==> src/rtl/instruction_sequencer.sv <==
// Fetches words from a synchronous instruction memory, executes LOOP_START /
// LOOP_END / HALT locally and issues every other word to the master controller.
module instruction_sequencer #(
   parameter int unsigned insWidth   = 26,
   parameter int unsigned insD       = 16,
   parameter int unsigned PcW        = 8,
   parameter int unsigned CntW       = 12,
   parameter int unsigned LoopLevels = 2
) (
   input  logic                CLK,
   input  logic                RSTn,
   input  logic                start,
   input  logic [PcW-1:0]      startPc,
   input  logic                stall,
   output logic [PcW-1:0]      imemAddr,
   input  logic [insWidth-1:0] imemData,
   output logic [insWidth-1:0] instruction,
   output logic                insValid,
   output logic                busy,
   output logic                done,
   output logic                error,
   output logic [PcW-1:0]      pc
);
   localparam int unsigned OpW  = 4;
   localparam int unsigned SpW  = $clog2(LoopLevels + 1);
   localparam int unsigned IdxW = (LoopLevels > 1) ? $clog2(LoopLevels) : 1;

   localparam logic [OpW-1:0] OP_LOOP_START = 4'b0101;
   localparam logic [OpW-1:0] OP_LOOP_END   = 4'b0110;
   localparam logic [OpW-1:0] OP_HALT       = 4'b0111;
   localparam logic [insWidth-1:0] NOP = {4'b1111, {(insWidth - OpW){1'b0}}};

   typedef enum logic [1:0] {S_IDLE, S_FETCH, S_ISSUE, S_DONE} state_t;

   state_t state, next_state;

   logic [PcW-1:0]      loop_pc  [LoopLevels];
   logic [CntW-1:0]     loop_cnt [LoopLevels];
   logic [SpW-1:0]      sp, sp_n;
   logic [IdxW-1:0]     top, push_idx;
   logic [OpW-1:0]      opcode;
   logic [insD-1:0]     ins_last;
   logic [CntW-1:0]     loop_n, loop_n_eff;
   logic [PcW-1:0]      pc_n, pc_inc;
   logic [insWidth-1:0] instr_n;
   logic                valid_n, done_n, error_n;
   logic                push, dec, fault;
   logic                stack_full, stack_empty, pc_last;

   assign imemAddr    = pc;
   assign opcode      = imemData[insWidth-1 -: OpW];
   assign ins_last    = imemData[insD-1:0];
   assign loop_n      = CntW'(ins_last);
   assign loop_n_eff  = (loop_n == '0) ? CntW'(1) : loop_n;
   assign pc_inc      = pc + PcW'(1);
   assign pc_last     = &pc;
   assign stack_full  = (sp == SpW'(LoopLevels));
   assign stack_empty = (sp == '0);
   assign top         = IdxW'(sp - SpW'(1));
   assign push_idx    = IdxW'(sp);

   // State register
   always_ff @(posedge CLK) begin
      if (!RSTn) state <= S_IDLE;
      else       state <= next_state;
   end

   // Next state, next pc/stack pointer and next output values
   always_comb begin
      next_state = state;
      pc_n       = pc;
      sp_n       = sp;
      push       = 1'b0;
      dec        = 1'b0;
      fault      = 1'b0;
      instr_n    = NOP;
      valid_n    = 1'b0;
      done_n     = 1'b0;
      error_n    = error;
      case (state)
         S_IDLE: begin
            if (start) begin
               next_state = S_FETCH;
               pc_n       = startPc;
               sp_n       = '0;
               error_n    = 1'b0;
            end
         end
         S_FETCH: next_state = S_ISSUE;
         S_ISSUE: begin
            next_state = S_FETCH;
            case (opcode)
               OP_LOOP_START: begin
                  if (stack_full || pc_last) fault = 1'b1;
                  else begin
                     push = 1'b1;
                     sp_n = sp + SpW'(1);
                     pc_n = pc_inc;
                  end
               end
               OP_LOOP_END: begin
                  if (stack_empty) fault = 1'b1;
                  else if (loop_cnt[top] > CntW'(1)) begin
                     dec  = 1'b1;
                     pc_n = loop_pc[top];
                  end else if (pc_last) fault = 1'b1;
                  else begin
                     sp_n = sp - SpW'(1);
                     pc_n = pc_inc;
                  end
               end
               OP_HALT: begin
                  next_state = S_DONE;
                  done_n     = 1'b1;
               end
               default: begin
                  // Stalled words stay on the bus; imemAddr is held so imemData stays valid
                  if (stall) begin
                     next_state = S_ISSUE;
                     instr_n    = imemData;
                  end else if (pc_last) fault = 1'b1;
                  else begin
                     instr_n = imemData;
                     valid_n = 1'b1;
                     pc_n    = pc_inc;
                  end
               end
            endcase
            if (fault) begin
               next_state = S_DONE;
               done_n     = 1'b1;
               error_n    = 1'b1;
            end
         end
         S_DONE:  next_state = S_IDLE;
         default: next_state = S_IDLE;
      endcase
   end

   // Registered outputs and program counter
   always_ff @(posedge CLK) begin
      if (!RSTn) begin
         pc          <= '0;
         sp          <= '0;
         instruction <= NOP;
         insValid    <= 1'b0;
         busy        <= 1'b0;
         done        <= 1'b0;
         error       <= 1'b0;
      end else begin
         pc          <= pc_n;
         sp          <= sp_n;
         instruction <= instr_n;
         insValid    <= valid_n;
         busy        <= (next_state != S_IDLE);
         done        <= done_n;
         error       <= error_n;
      end
   end

   // Loop stack storage; occupancy is tracked by sp
   always_ff @(posedge CLK) begin
      if (!RSTn) begin
         for (int i = 0; i < int'(LoopLevels); i++) begin
            loop_pc[i]  <= '0;
            loop_cnt[i] <= '0;
         end
      end else if (push) begin
         loop_pc[push_idx]  <= pc_inc;
         loop_cnt[push_idx] <= loop_n_eff;
      end else if (dec) begin
         loop_cnt[top] <= loop_cnt[top] - CntW'(1);
      end
   end

endmodule

==> config.mk <==
export PLATFORM = sky130hd
export DESIGN_NAME = instruction_sequencer
export DESIGN_NICKNAME = d
export VERILOG_FILES = /design/src/rtl/instruction_sequencer.sv
export SDC_FILE = /design/constraint.sdc
export NUM_CORES = 1
export LEC_CHECK = 0
export CAP_MARGIN = 5
export CORE_MARGIN = 2
export CORE_UTILIZATION = 45
export CTS_BUF_LIST = sky130_fd_sc_hd__clkbuf_4 sky130_fd_sc_hd__clkbuf_8 sky130_fd_sc_hd__clkbuf_16
export DETAILED_ROUTE_END_ITERATION = 10
export PLACE_DENSITY_LB_ADDON = 0.25
export SLEW_MARGIN = 20
export SYNTH_ARGS = -nofsm -noshare
export SYNTH_HDL_FRONTEND = slang
export SYNTH_SLANG_ARGS = --single-unit
==> constraint.sdc <==
create_clock -name CLK -period 7.05 [get_ports CLK]
set_input_delay 1.0575 -clock CLK [delete_from_list [all_inputs] [get_ports CLK]]
set_output_delay 1.0575 -clock CLK [all_outputs]
set_load 0.005 [all_outputs]
# After elaboration in Yosys (flattened, before gate mapping)
# Memories as Yosys holds them, arrays and structs flattened.
# Cells that the tools add are included.
dict set report word_totals {
  ff_bits 42
  latch_bits 0
  mem_bits_rw 40
  romBits 0
  input_bits 38
  out_inout_bits 46
  wordCells 110
  memories 2
}
dict set report classes {
  n_addsub 4
  multipliers 0
  div 0
  order_cmp 1
  n_eq_ne 16
  n_shift 0
  muxes 60
  bitwise 2
  reduce_logical 17
}
# memory words word_bits read_ports rd_ports_with_merged_regs wr line
set mem_list {}
lappend mem_list {loop_cnt 2 12 1 0 2 38} ;# logic [CntW-1:0] loop_cnt [LoopLevels];
lappend mem_list {loop_pc 2 8 1 0 2 37} ;# logic [PcW-1:0] loop_pc [LoopLevels];
# cell count
set ops {}
lappend ops {{2-to-1 mux 8 bit} 7}
lappend ops {{2-to-1 mux 26 bit} 2}
lappend ops {{2-to-1 mux 12 bit} 3}
lappend ops {{2-to-1 mux 1 bit} 32}
lappend ops {{one-hot mux 8 bit (3 select lines)} 1}
lappend ops {{OR reduction 12 bit} 2}
lappend ops {{2-to-1 mux 2 bit} 8}
lappend ops {{one-hot mux 8 bit (2 select lines)} 1}
lappend ops {{equality test 4 x 3 -> 1 bit, second input constant} 3}
lappend ops {{> comparator 12 x 1 -> 1 bit, second input constant} 1}
lappend ops {{zero test 12 bit} 1}
lappend ops {{!= test 3 bit, second input constant} 4}
lappend ops {{one-hot mux 2 bit (2 select lines)} 3}
lappend ops {{subtractor 12 x 1 -> 12 bit, second input constant} 1}
lappend ops {{adder 8 x 1 -> 8 bit, second input constant} 1}
lappend ops {{one-hot mux 2 bit (4 select lines)} 1}
lappend ops {{AND reduction 8 bit} 1}
lappend ops {{OR reduction 8 bit} 1}
lappend ops {{AND reduction 7 bit} 1}
lappend ops {{equality test 2 bit, second input constant} 3}
lappend ops {{!= test 2 bit, second input constant} 3}
lappend ops {{AND reduction 6 bit} 1}
lappend ops {{OR reduction 6 bit} 1}
lappend ops {{OR reduction 5 bit} 1}
lappend ops {{other kinds (14)} 17}

# Longest topological paths before layout
# Gate-level depths: netlist (run 1).
# An unclocked memory read counts as a cell.
dict set report logic_depth {
  word_depth 13
  mapped_depth 12
  mapped_depth_nobuf 8
}

# Worst setup path before layout (run 1)
# Ideal clock, no wire load.
dict set report synth_timing {
  kind {input-to-reg}
  from {input port imemData[24]}
  to {memory loop_cnt[0][0] (enable)}
  setup_ns 0.350
  arrival_time_ns 2.609
  required_time_ns 6.700
  slack_ns 4.091
  path_stages 7
  path_buffers 1
  path_cell_list {nor2b_1 > nand2_1 > nor3_1 > nand2_1 > a21boi_2 > buf_2 > nand2_1}
}
# item line
set synth_rtl {}
lappend synth_rtl {{start, declared} 16} ;# input logic [insWidth-1:0] imemData,
lappend synth_rtl {{end, declared} 38}

==> results of run 1 <==
## area by class of cell
type,instances,area (um2)
Fill cell,779,3860
Timing Repair Buffer,85,846
Clock buffer,10,149
Inverter,15,56.3
Tap cell,111,139
Multi-Input combinational cell,284,1890
Sequential cell,82,2040
Clock inverter,6,78.8
## how the worst min path moves through the flow
stage          depth (start not counted)  slack, ns  endpoint   from
6_report                               2       0.50     sp[1]  sp[1]
5_1_grt                                1       0.54     error  error
4_1_cts                                2       0.50     sp[1]  sp[1]
3_5_place_dp                           1       0.48     error  error
3_3_place_gp                           1       0.47     error  error
2_1_floorplan                          2       0.46     sp[1]  sp[1]
## state kept, by name, summed over array words and instances (netlist names)
signal,flops
loop_pc,16
imemAddr,8
loop_cnt,24
state,2
done,1
insValid,1
busy,1
instruction,26
sp,2
error,1
## per-stage QoR
step | setup WS [ns] | power (mW) | instances | hold slack (ns) | util (%)
floorplan | 4.09 | 0.620 | 409 | 0.463 | -
global placement | 2.89 | 0.681 | 577 | 0.471 | 54.8
detailed placement | 2.76 | 0.684 | 577 | 0.481 | 54.8
CTS | 3.15 | 1.07 | 593 | 0.495 | 57.3
global route | 2.93 | 1.11 | 593 | 0.543 | 57.4
finish | 3.12 | 1.06 | 593 | 0.498 | 57.4
## cell usage in the layout (no fill, tap or decap), types with 8 or more instances in the layout
cell type        Yosys  layout
clkdlybuf4s50_1      0      83
nor2_1              61      60
dfxtp_1             42      42
edfxtp_1            40      40
nand2_1             28      28
and2_1              23      23
mux2i_1             20      20
o21ai_0             16      16
inv_1               15      15
xnor2_1             12      12
nor3_1               9       9
clkbuf_8             0       9
a21oi_1              8       8
mux2_2               8       8
## kinds of logic after synthesis
kind of cell | count (synthesis)
flops | 82
mux | 30
xor+xnor | 15
buf+inv | 43
simple gates | 164
fa+ha+maj | 5
compound gates | 70
## critical path, stage by stage
cell             delay [ns]
clkdlybuf4s50_1        0.93
and2_1                 0.29
nand2_1                0.11
nor2_2                 0.72
a21boi_2               0.35
nand2_1                0.49
## routing by layer
layer	track usage [%]	up-vias	part of all wire (%)
met5	0	-	0
met2	33.9	69	51
met4	6.85	0	1.2
met1	26.0	1510	44
met3	3.97	10	3.6
li1	-	1580	-
## power groups by stage
stage          Sequential (mW)  Combinational, mW  Clock [mW]
6_report                 0.534              0.141       0.386
5_1_grt                  0.536              0.154       0.418
4_1_cts                  0.533              0.141       0.393
3_5_place_dp             0.544              0.140           0
3_3_place_gp             0.543              0.138           0
2_1_floorplan            0.537             0.0827           0
==> impl_metrics.tcl, run 1 <==
set metrics [dict create \
    outcome "completed" \
    synth_fa_ha_area_share_pct 1.51 \
    crit_end "loop_cnt[1][9]" \
    grt_max_degree 33 \
    port_buffers 83 \
    ys_warn_count 0 \
    clock_power_share_pct 36.4 \
    cts_resized 0 \
    async_flop_share_pct 0 \
    syn-instance-count 409 \
    synthFlopType "dfxtp_1" \
    num_rows 35 \
    post-cts-setup-buffers 0 \
    synth_area_leaders "edfxtp_1 29%, dfxtp_1 20%, nor2_1 5.5%, mux2i_1 4.8%, and2_1 3.5%" \
    cts_made_buffers 9 \
    yosysMostFrequentCell "nor2_1" \
    antenna_found_initial 0 \
    worst_hold_path_type "reg -> reg" \
    clk_latency_ns 0.36 \
    final_hold_viol_count 0 \
    syn_area_mm2 0.00414 \
    ctsRootBufferMaster "clkbuf_8" \
    period_share_pct 55.8 \
    synthSimpleGateAreaFrac_pct 20.2 \
    wl_mm 9.70 \
    synth_cell_type_count 55 \
    die_y_um 100 \
    syn-num-nets 452 \
    reg2reg_depth 8 \
    gp_congestion 0.856 \
    powerDensity_mw_per_mm2 204 \
    hold_buffers 0 \
    synth_top_family_by_area "simple AND/OR/NAND/NOR gates" \
    pwr-share-comb_pct 13.3 \
    critPathMaxFanout 18 \
    r2r_end "loop_cnt[1][9]" \
    drt_pass1_iterations 4 \
    path_clk_slew_ns 0.09 \
    diodes 0 \
    cts_buffer_depth 2 \
    critPathLaunchType "input port" \
    drive_gt1_share_pct 9.96 \
    synth_compound_area_share_pct 13.0 \
    synth-seq-cells 82 \
    setup_violations 0 \
    synth_common_cells "61 x nor2_1, 42 x dfxtp_1, 40 x edfxtp_1, 28 x nand2_1, 23 x and2_1" \
    crit_type "in -> reg" \
    synth_top_area_share_pct 29.0 \
    p_switching_mw 0.280 \
    cp.arrival_ns 3.94 \
    start_util_pct 45.7 \
    r2r_slack_ns 3.38 \
    ys_seq_area_share_pct 49.3 \
    grt_first_pass_wirelength_mm 15.8 \
    fin_crit_ns 3.93 \
    hpwl_mm 6.95 \
    synthXorXnorAreaFrac_pct 3.17 \
    syn_area_per_cell_um2 10.1 \
    yosysTopAreaCell "edfxtp_1" \
    dpl_cell_area_mm2 0.00497 \
    synthMuxAreaShare_pct 7.67 \
    die-area_mm2 0.00999 \
    switching_share_pct 26.4 \
    cts_tree "built" \
    cp.required_ns 7.06 \
    internal-power_mw 0.781 \
    via_per_inst 5.34 \
    vias 3169 \
    slew_violations 0 \
    clock_skew_ns 0.0121 \
    routedWlPerCell_um 16.4 \
    rsz0062_at_grt "no" \
    synth_edf_count 40 \
    tightest_slew_ns 0.930 \
    final_area_mm2 0.00520 \
    drc_errors 0 \
    cts_max_level 3 \
    cp-startpoint "RSTn" \
    power_frac_seq_pct 50.3 \
    finalNetCount 520 \
    fin_setup_tns_ns 0 \
    ant_nets 0 \
    core_mm2 0.00906 \
    clkSinkCount 82 \
    grt_overflow 0 \
    p_leak_nw 1.87 \
    grt_pass1_vias 3235 \
    reg2reg_from "sp[0]" \
    io_pins 84 \
    ir_worst_vdd_v 0.000106 \
    maxCapViolCount 0 \
    die_x_um 100 \
    first_iter_violations 96 \
    end_kind "flop" \
    grt_usage_pct 20.1 \
    area_growth_pct 25.5 \
    fmax_mhz 254 \
    relSlewSlack_pct 37.9 \
]
Note: power is estimated with default switching activity, not from simulation.
==> run 2, diff against run 1 <==
clock period = 3.25 ns   (was 7.05 ns; I/O delays follow)
==> run 2 against run 1 <==
- sequential share of layout area decreased by 0.72 points
- total power increased by 120%
- non-clock buffer count increased by 11
- global-route usage decreased by 0.34 points
- critical path type is now reg -> reg
- critical endpoint is now loop_cnt[0][0]
- highest routed layer unchanged
==> impl_metrics.tcl, run 2 (synthesis gave the netlist of run 1 again) <==
set metrics [dict create \
    drive_gt1_share_pct 12.2 \
    fmax_mhz 356 \
    first_iter_violations 165 \
    reg2reg_from "sp[0]" \
    grt_pass1_vias 3115 \
    hold_buffers 0 \
    die_y_um 100 \
    post-cts-setup-buffers 0 \
    powerDensity_mw_per_mm2 434 \
    die_x_um 100 \
    ctsRootBufferMaster "clkbuf_8" \
    rsz0062_at_grt "no" \
    routedWlPerCell_um 16.1 \
    end_kind "flop" \
    crit_type "reg -> reg" \
    p_switching_mw 0.597 \
    drc_errors 0 \
    fillers 763 \
    regMostFlops "instruction" \
    cts_max_level 3 \
    clkSinkCount 82 \
    vias 3246 \
    pwr-share-comb_pct 13.6 \
    tightest_slew_ns 0.687 \
    critPathLaunchType "flop" \
    grt_overflow 0 \
    p_total_mw 2.30 \
    cp.required_ns 3.45 \
    worst_hold_path_type "reg -> reg" \
    fin_setup_tns_ns 0 \
    cts_resized 0 \
    hp-start "sp[1]" \
    io_pins 84 \
    multi_input_area_mm2 0.00189 \
    final_hold_viol_count 0 \
    final_common_cell "clkdlybuf4s50_1" \
    relSlewSlack_pct 54.2 \
    cp.arrival_ns 3.01 \
    grt_max_degree 29 \
    path_clk_slew_ns 0.09 \
    cp-startpoint "sp[0]" \
    switching_share_pct 25.9 \
    slew_violations 0 \
    p_leak_nw 1.93 \
    finalNetCount 531 \
    power_frac_seq_pct 50.3 \
    grt_usage_pct 19.8 \
    cts_tree "built" \
    ant_nets 0 \
    post-place-ws_ns 0.257 \
    layout_common_cells "83 x clkdlybuf4s50_1, 60 x nor2_1, 42 x dfxtp_1" \
    clock_power_share_pct 36.1 \
    largest_reg_flops 26 \
    cts_buffer_depth 2 \
    gp_congestion 0.864 \
    start_util_pct 45.7 \
    setup_ws_ns 0.444 \
    diodes 0 \
    drt_pass1_iterations 4 \
    cts_made_buffers 9 \
    placed_cells 588 \
    core_mm2 0.00906 \
    maxCapViolCount 0 \
    outcome "completed" \
    critPathMaxFanout 12 \
    num_rows 35 \
    setup_violations 0 \
    port_buffers 83 \
    clock_skew_ns 0.0108 \
    grt_first_pass_wirelength_mm 15.5 \
    internal-power_mw 1.70 \
    period_share_pct 86.4 \
    clk_latency_ns 0.35 \
    seqCellArea_mm2 0.00204 \
    antenna_found_initial 0 \
    area_growth_pct 27.8 \
    wl_mm 9.70 \
    fin_crit_ns 2.81 \
    reg_top3 "instruction: 26 flops, loop_cnt: 24 flops, loop_pc: 16 flops" \
    ir_worst_vdd_v 0.000317 \
    stdcell_count 604 \
    die-area_mm2 0.00999 \
    via_per_inst 5.37 \
    hpwl_mm 6.96 \
]
## run 2: cell types whose count changed in the layout (fill, tap and decap cells not counted), sizes merged
cell,before,now
inv,18,19
buf,2,13
clkinv,2,1
## run 2: critical path, stage by stage, from the launching register on
cell and delay [ns]:
dfxtp_1 0.55, mux2i_1 0.39, inv_1 0.13, ha_1 0.20
o221ai_1 0.32, o31ai_2 0.13, nor2_2 0.22, buf_4 0.28
mux2i_1 0.28, nor2b_1 0.17
## run 2: power groups by stage
stage               Combinational [mW]  Sequential (mW)  Clock, mW
floorplan                        0.179             1.17          0
global route                     0.344             1.16      0.887
CTS                              0.314             1.16      0.849
detailed placement               0.311             1.18          0
global placement                 0.308             1.18          0
finish                           0.313             1.16      0.829
## run 2: final timing paths
kind	to	slack, ns	depth (start not counted)
hold / removal	sp[1]	0.50	2
setup / recovery	loop_cnt[0][0]	0.44	9
hold reg to reg	sp[1]	0.50	2
setup reg to reg	loop_cnt[0][0]	0.44	9
## run 2: cell type report
| class | count | area share (%) |
|---|---|---|
| Tap cell | 111 | 2.62 |
| Inverter | 15 | 1.06 |
| Clock buffer | 10 | 2.81 |
| Multi-Input combinational cell | 284 | 35.7 |
| Sequential cell | 82 | 38.5 |
| Clock inverter | 6 | 1.49 |
| Timing Repair Buffer | 96 | 17.8 |
## run 2: routing by layer
metal  global-route usage (%)  vias to the layer above  share of wire, %
met5                        0                        -                 0
met4                     3.69                        0              0.47
met3                     4.11                        4               4.8
met2                     33.7                       85                50
met1                     26.4                     1552                45
li1                         -                     1605                 -
## run 2: per-stage QoR
stage | utilization [%] | hold WS [ns] | instance area [um2]
floorplan | - | 0.463 | 4140
global placement | 55.9 | 0.472 | 5060
detailed placement | 55.9 | 0.478 | 5060
CTS | 58.4 | 0.495 | 5290
global route | 58.4 | 0.525 | 5300
finish | 58.4 | 0.496 | 5300
==> run 3, diff against run 2 <==
GPL_TIMING_DRIVEN = 0   (was default)
==> run 3 against run 2 <==
- final cell count rose by 2.6%
- worst hold slack better by 0.0066 ns
- clock skew rose by 0.00096 ns
- clock power fell by 16%
- via count up 1.8%
- sequential share of layout area is 0.46 points lower
- first-iteration DRC count is 4.2% higher
- register-to-register slack got worse by 0.28 ns
- die area stayed put
- wire length up 2.2%
- critical path type unchanged
==> impl_metrics.tcl, run 3 (synthesis gave the netlist of run 1 again) <==
set metrics [dict create \
    regMostFlops "instruction" \
    drive_gt1_share_pct 13.8 \
    drt_pass1_iterations 5 \
    p_leak_nw 1.95 \
    largest_reg_flops 26 \
    die-area_mm2 0.00999 \
    cp.required_ns 3.30 \
    routedWlPerCell_um 16.0 \
    die_x_um 100 \
    num_rows 35 \
    layout_common_cells "82 x clkdlybuf4s50_1, 61 x nor2_1, 42 x dfxtp_1" \
    via_per_inst 5.33 \
    drc_errors 0 \
    slew_violations 0 \
    grt_first_pass_wirelength_mm 16.2 \
    finalNetCount 547 \
    critPathMaxFanout 12 \
    ant_nets 0 \
    ir_worst_vdd_v 0.000248 \
    slowest_stage "o31ai_2" \
    clock_skew_ns 0.0117 \
    fillers 764 \
    reg_top3 "instruction: 26 flops, loop_cnt: 24 flops, loop_pc: 16 flops" \
    fin_setup_tns_ns 0 \
    seqCellArea_mm2 0.00204 \
    io_pins 84 \
    first_iter_violations 172 \
    grt_max_degree 17 \
    grt_pass1_vias 3230 \
    path_clk_slew_ns 0.09 \
    crit_type "reg -> reg" \
    critPathLaunchType "flop" \
    multi_input_area_mm2 0.00194 \
    setup_violations 0 \
    area_growth_pct 29.4 \
    end_kind "flop" \
    core_mm2 0.00906 \
    port_buffers 82 \
    wl_mm 9.91 \
    die_y_um 100 \
    vias 3305 \
    max_stage_delay_ns 0.42 \
    cts_tree "built" \
    relSlewSlack_pct 52.6 \
    path_cells "buf_6, buf_6, mux2i_4, ha_1, o221ai_1, o31ai_2, nor2_2, a21boi_2, buf_2, nand2_4" \
    maxCapViolCount 0 \
    grt_overflow 0 \
    grt_usage_pct 20.6 \
    fmax_mhz 324 \
    cpMostUsedCell "buf_6" \
    hpwl_mm 7.20 \
    worst_hold_path_type "reg -> reg" \
    gp_congestion 0.894 \
    antenna_found_initial 0 \
    tightest_slew_ns 0.703 \
    outcome "completed" \
    start_util_pct 45.7 \
    ctsRootBufferMaster "clkbuf_8" \
    clk_latency_ns 0.36 \
    final_hold_viol_count 0 \
    cp.arrival_ns 3.13 \
    cts_buffer_depth 2 \
    cts_made_buffers 9 \
    fin_crit_ns 3.08 \
    holdWs_ns 0.502 \
    diodes 0 \
    cts_max_level 3 \
    clkSinkCount 82 \
    period_share_pct 94.9 \
    powerDensity_mw_per_mm2 408 \
    final_common_cell "clkdlybuf4s50_1" \
]
==> run 3: layout make-up <==
class	count	share of cell area [%]
flip-flops and latches	82	38.1
multi-input cells	284	36.2
plain buffers	28	3.06
clock buffers	9	2.31
repair buffers	84	15.6
well taps	111	2.59
inverters	15	1.05
clock inverters	7	1.07
==> run 3: worst max-delay path: cells and delay by family, from the launching register on <==
kind | cells | cell delay, ns
flops | 1 | 0.34
simple gates | 2 | 0.33
fa+ha+maj | 1 | 0.25
buf+inv | 3 | 0.65
compound gates | 3 | 0.91
mux | 1 | 0.28
==> run 3: through the flow <==
| stage | area [um2] | utilization, % | total power, mW | worst slack (ns) | instances |
|---|---|---|---|---|---|
| after floorplan | 4140 | - | 1.34 | 0.541 | 409 |
| after global placement | 5100 | 56.3 | 1.50 | -0.358 | 602 |
| after detailed placement | 5100 | 56.3 | 1.50 | -0.400 | 602 |
| after CTS | 5290 | 58.4 | 2.21 | -0.0505 | 618 |
| after global routing | 5360 | 59.1 | 2.29 | -0.00683 | 620 |
| final | 5360 | 59.1 | 2.19 | 0.166 | 620 |
==> run 3: what timing repair did <==
| item | 4_1_cts | 5_1_grt |
|---|---|---|
| resized for setup | 2 | 12 |
| pin swaps | 0 | 1 |
| endpoints found under the setup margin | 24 | 48 |
| setup buffers | 0 | 2 |
| hold buffers | 0 | 0 |
==> run 3: layer usage <==
metal | share of wire, % | GRT usage [%]
met1 | 44 | 27.2
met2 | 50 | 34.1
met3 | 4.3 | 4.11
met4 | 1.4 | 6.95
met5 | 0 | 0
==> run 3: where the power goes <==
group,leakage [nW],switching (mW),internal (mW),total [mW]
logic,1.10,0.165,0.176,0.342
clock network,0.0968,0.406,0.292,0.698
registers,0.755,0.0291,1.12,1.15
total,1.95,0.601,1.59,2.19
==> run 3: worst paths after layout <==
check	start	endpoint	slack (ns)	cells after the start
worst min register to register	sp[1]	sp[1]	0.50	2
worst max-delay path	sp[0]	loop_cnt[0][1]	0.17	10
worst min-delay path	sp[1]	sp[1]	0.50	2
worst max register to register	sp[0]	loop_cnt[0][1]	0.17	10
